--- src/rtl/down_counter_ctrl_pkg.sv ---
// down_counter_ctrl_pkg
// Shared definitions for the loadable down-counter controller and its
// datapath: controller state encoding and the default counter width.
package down_counter_ctrl_pkg;

    localparam int DEFAULT_WIDTH = 4;

    // 2'b11 is deliberately unused; the controller treats it as illegal
    // and recovers to IDLE with the count cleared.
    typedef enum logic [1:0] {
        IDLE  = 2'b00,
        COUNT = 2'b01,
        DONE  = 2'b10
    } state_t;

endpackage

--- src/rtl/down_counter_nbit.sv ---
// down_counter_nbit
// Datapath register for the down-counter: a WIDTH-bit register that can be
// cleared, loaded or decremented.
//
// Ports:
//   clk    : clock, rising edge
//   reset  : synchronous active-high reset, clears out
//   ld     : load data into out
//   dec    : decrement out by one
//   clr    : synchronous clear of out
//   data   : load value
//   out    : current register value
//
// Priority: reset/clr > ld > dec.
module down_counter_nbit
    import down_counter_ctrl_pkg::*;
#(
    parameter int WIDTH = DEFAULT_WIDTH
) (
    input  logic             clk,
    input  logic             reset,
    input  logic             ld,
    input  logic             dec,
    input  logic             clr,
    input  logic [WIDTH-1:0] data,
    output logic [WIDTH-1:0] out
);

    always_ff @(posedge clk) begin
        if (reset || clr) begin
            out <= '0;
        end else if (ld) begin
            out <= data;
        end else if (dec && (out != '0)) begin
            // The zero guard keeps the register from wrapping even if a
            // decrement request ever arrives at zero.
            out <= out - WIDTH'(1);
        end
    end

endmodule

--- src/rtl/down_counter_ctrl.sv ---
// down_counter_ctrl
// Loadable down-counter with a small controller. A start strobe in IDLE
// loads a value; qualified dec pulses in COUNT count it down to zero, after
// which a single DONE cycle pulses done. With auto_reload high in DONE the
// count restarts from the latched load value.
//
// Ports:
//   clk         : clock, rising edge
//   reset       : synchronous active-high reset
//   start       : begin a count sequence (accepted only in IDLE)
//   data        : load value, sampled on the accepting cycle
//   dec         : decrement enable, effective only in COUNT
//   clear       : synchronous abort to IDLE, count cleared, reload kept
//   auto_reload : sampled in DONE; restart from the latched value
//   count       : current counter value
//   busy        : high in COUNT and DONE
//   zero        : count == 0
//   done        : one-cycle pulse, high only in DONE
//   state_dbg   : controller state register, for observation
//   reload_dbg  : latched reload value, for observation
//
// Handshake: start behaves as a valid strobe whose implicit ready is
// (state == IDLE); a start seen in any other state is dropped, not queued.
// dec is a per-cycle enable with no back-pressure.
module down_counter_ctrl
    import down_counter_ctrl_pkg::*;
#(
    parameter int WIDTH = DEFAULT_WIDTH
) (
    input  logic             clk,
    input  logic             reset,
    input  logic             start,
    input  logic [WIDTH-1:0] data,
    input  logic             dec,
    input  logic             clear,
    input  logic             auto_reload,
    output logic [WIDTH-1:0] count,
    output logic             busy,
    output logic             zero,
    output logic             done,
    output logic [1:0]       state_dbg,
    output logic [WIDTH-1:0] reload_dbg
);

    state_t           state_q;
    state_t           state_d;
    logic [WIDTH-1:0] reload_q;
    logic             reload_ld;

    logic             dp_ld;
    logic             dp_dec;
    logic             dp_clr;
    logic [WIDTH-1:0] dp_data;

    // State and reload registers
    always_ff @(posedge clk) begin
        if (reset) begin
            state_q <= IDLE;
        end else begin
            state_q <= state_d;
        end
    end

    always_ff @(posedge clk) begin
        if (reset) begin
            reload_q <= '0;
        end else if (reload_ld) begin
            reload_q <= data;
        end
    end

    // Next-state and datapath control
    always_comb begin
        state_d   = state_q;
        reload_ld = 1'b0;
        dp_ld     = 1'b0;
        dp_dec    = 1'b0;
        dp_clr    = 1'b0;
        dp_data   = data;

        if (clear) begin
            state_d = IDLE;
            dp_clr  = 1'b1;
        end else begin
            case (state_q)
                IDLE: begin
                    if (start) begin
                        dp_ld     = 1'b1;
                        dp_data   = data;
                        reload_ld = 1'b1;
                        // A zero load skips COUNT entirely so done still
                        // pulses exactly once.
                        state_d   = (data != '0) ? COUNT : DONE;
                    end
                end
                COUNT: begin
                    if (dec) begin
                        dp_dec = 1'b1;
                        if (count == WIDTH'(1)) begin
                            state_d = DONE;
                        end
                    end
                end
                DONE: begin
                    if (auto_reload && (reload_q != '0)) begin
                        dp_ld   = 1'b1;
                        dp_data = reload_q;
                        state_d = COUNT;
                    end else begin
                        state_d = IDLE;
                    end
                end
                default: begin
                    state_d = IDLE;
                    dp_clr  = 1'b1;
                end
            endcase
        end
    end

    down_counter_nbit #(
        .WIDTH (WIDTH)
    ) u_nbit (
        .clk   (clk),
        .reset (reset),
        .ld    (dp_ld),
        .dec   (dp_dec),
        .clr   (dp_clr),
        .data  (dp_data),
        .out   (count)
    );

    assign busy       = (state_q == COUNT) || (state_q == DONE);
    assign done       = (state_q == DONE);
    assign zero       = (count == '0);
    assign state_dbg  = state_q;
    assign reload_dbg = reload_q;

endmodule

--- config.mk ---
export PLATFORM = sky130hd
export DESIGN_NAME = down_counter_ctrl
export DESIGN_NICKNAME = d
export VERILOG_FILES = /design/src/rtl/down_counter_ctrl_pkg.sv /design/src/rtl/down_counter_nbit.sv /design/src/rtl/down_counter_ctrl.sv
export SDC_FILE = /design/constraint.sdc
export NUM_CORES = 1
export LEC_CHECK = 0
export CAP_MARGIN = 10
export CORE_AREA = 10 10 59 61
export DETAILED_ROUTE_END_ITERATION = 16
export DIE_AREA = 0 0 69 71
export MAX_ROUTING_LAYER = met4
export PLACE_DENSITY = 0.67
export SLEW_MARGIN = 20
export SYNTH_ARGS = -nofsm -noshare
export SYNTH_HDL_FRONTEND = slang
export SYNTH_SLANG_ARGS = --single-unit
--- constraint.sdc ---
create_clock -name clk -period 4.7 [get_ports clk]
set_input_delay 0.94 -clock clk [delete_from_list [all_inputs] [get_ports clk]]
set_output_delay 0.94 -clock clk [all_outputs]
set_load 0.005 [all_outputs]
==> summary.txt <==
Syn-to-layout area delta: 41.4%
register area share after synthesis: 29.0%
PostCTS Resize Cnt: 0
worst slew pin tran: 0.611 ns
Post-synth ARST share: 0%
largest fanout on the critical path: 6
buffers added on ports: 22
fin crit share: 57.9%
Max Cap Violations: 0
clk_lat worst skew: 0.27 ns
RSZ-0062 raised after global routing: no
Post-Syn Instances: 80
GPL Wtd Cong: 0.797
dpl ws: 1.93 ns
Fin. Hold Viols: 0
detailed placement HPWL: 1640 um
CTS tree: done
Worst Hold Class: flip-flop to flip-flop
NumNets Final: 123
DR vias/cell: 5.25
area of the die: 0.00490 sq mm
ant diodes: 0
die width: 69 um
Worst Skew: 0.00717 ns
layout cells sized above 1: 5.77%
Via Count: 704
Residual DRC: 0
Post-synth EDFFs: 0
leak pwr: 0.373 nW
clock share of power: 34.4%
Clock Pin Slew Worst Setup and Hold Paths: 0.07 ns
PD cells: 232 mW/mm^2
grt ovf: 0
CP Cell Sequence: inv_1 -> ha_1 -> nor3b_1 -> clkdlybuf4s50_1
vias in the first global route: 704
post-route cell area: 975 sq um
GRT Util Overall: 8.46%
Design Power: 227 uW
Longest Clk Path Bufs: 2
Die H: 71 um
Net Sw Power: 59.7 uW
Main synth FF type: dfxtp_1
Startpoint Class: flip-flop
synthesized area: 689 sq um
largest net degree at the start of global routing: 12
internal power: 167 uW
slew margin rel.: 58.9%
DP Area: 938 sq um
sequential share of power: 41.5%
Worst EP required: 3.76 ns
Final Slew Violations: 0
1st-pass router iterations: 4
# hold bufs at CTS: 0
VDD IR max: 0.118 mV
Placement Rows: 18
Sink Count: 10
maximum clock frequency: 0.368 GHz
CP max stage delay: 0.58 ns
# Post-CTS Setup Buffers: 0
first-pass GRT wire length: 3400 um
antenna violations before repair: 0
final critical-path required period: 2.72 ns
Setup CP Type: flip-flop to primary output
Cell variety after synth: 32
CTS root buffer: clkbuf_4
switching share of power: 26.3%
Crit-path slowest cell: clkdlybuf4s50_1
most common library cells after synthesis: dfxtp_1, nand2_1, ha_1
initial drt markers: 51
H-Tree Depth: 1
final setup fails: 0
setup TNS: 0 ns
DR WL/cell: 15.1 um
register bit count reported by yosys: 10
placed cells: 130
leading area contributor after synthesis: dfxtp_1
post-synth top area share: 29.0%
Critical Path AT: 1.78 ns
routed wire length: 2020 um
mean post-synth cell area: 8.62 sq um
Num CTS Buffers: 3
Net Count, Synth: 98
Initial Util: 28.9%
final setup margin: 1.98 ns
status: finished, final reports clean
ANT nets after route: 0
crit end category: primary output
largest cells by area after synthesis: dfxtp_1, ha_1, nand2_1
core area: 0.00239 sq mm
YS warnings: 0
Non-Filler Instances: 134
Combinational Power Share: 24.1%
io pins: 23
final cells by class:
type | instances | area [sq um]
timing repair buffer | 22 | 220
clock buffer | 4 | 36.3
sequential | 10 | 200
multi-input combinational | 62 | 458
fill | 254 | 1410
inverter | 6 | 22.5
tap | 30 | 37.5
cell families after synthesis:
| family | count (synthesis) | synth area share, % |
|---|---|---|
| buffers and inverters | 8 | 4.54 |
| XOR/XNOR | 2 | 2.54 |
| AO/OA/AOI/OAI | 19 | 19.6 |
| flip-flops | 10 | 29.0 |
| multiplexers | 2 | 2.90 |
| AND/OR/NAND/NOR | 31 | 26.9 |
| adder cells (fa/ha/maj) | 8 | 14.5 |
state kept, by name, summed over array words and instances (netlist names):
| name | cells |
|---|---|
| reload_dbg | 4 |
| u_nbit.out | 4 |
| state_dbg | 2 |
layer usage:
layer  routed length [um]  global-route usage, %  vias up
met1                  762                   7.65      343
li1                     -                      -      344
met4                   11                   3.58        0
met5                    0                      -        -
met3                  136                   3.63        2
met2                 1110                   15.2       15
metrics by stage:
step | utilization, % | hold slack (ns)
5_1_grt | 40.8 | 0.523
3_5_place_dp | 39.3 | 0.496
2_1_floorplan | - | 0.467
6_report | 40.8 | 0.502
4_1_cts | 40.8 | 0.505
3_3_place_gp | 39.3 | 0.482
placed cells by master (no fill, tap or decap), types with 2 or more instances in the layout:
master / synthesis / final
a211o_1: 2 / 2
a211oi_1: 2 / 2
a21oi_1: 5 / 5
a31oi_1: 2 / 2
clkbuf_4: 0 / 3
clkdlybuf4s50_1: 0 / 22
dfxtp_1: 10 / 10
ha_1: 8 / 8
inv_1: 6 / 6
mux2i_1: 2 / 2
nand2_1: 10 / 10
nand3b_1: 2 / 2
nor2_1: 5 / 5
nor3_1: 2 / 2
o41ai_1: 3 / 3
or4_1: 2 / 2
xnor2_1: 2 / 2
power groups by stage:
stage                     logic, mW  clock network [mW]  registers [mW]
after floorplan              0.0272                   0          0.0951
after global placement       0.0537                   0          0.0958
after detailed placement     0.0544                   0          0.0961
after CTS                    0.0549              0.0790          0.0942
after global routing         0.0606              0.0850          0.0949
final                        0.0546              0.0779          0.0941
worst paths after layout:
path	startpoint	end	slack, ns	depth (start not counted)
worst max-delay path	u_nbit.out[0]	zero	1.98	4
worst min-delay path	reload_dbg[1]	reload_dbg[1]	0.50	2
worst max register to register	reload_dbg[0]	u_nbit.out[1]	2.69	4
worst min register to register	reload_dbg[1]	reload_dbg[1]	0.50	2
worst max-delay path, delay by kind of cell (launching register included):
kind / cells / cell delay [ns]
simple gates: 1 / 0.31
buf+inv: 2 / 0.68
fa+ha+maj: 1 / 0.15
flops: 1 / 0.37
Power figures use the tool's default switching activity.
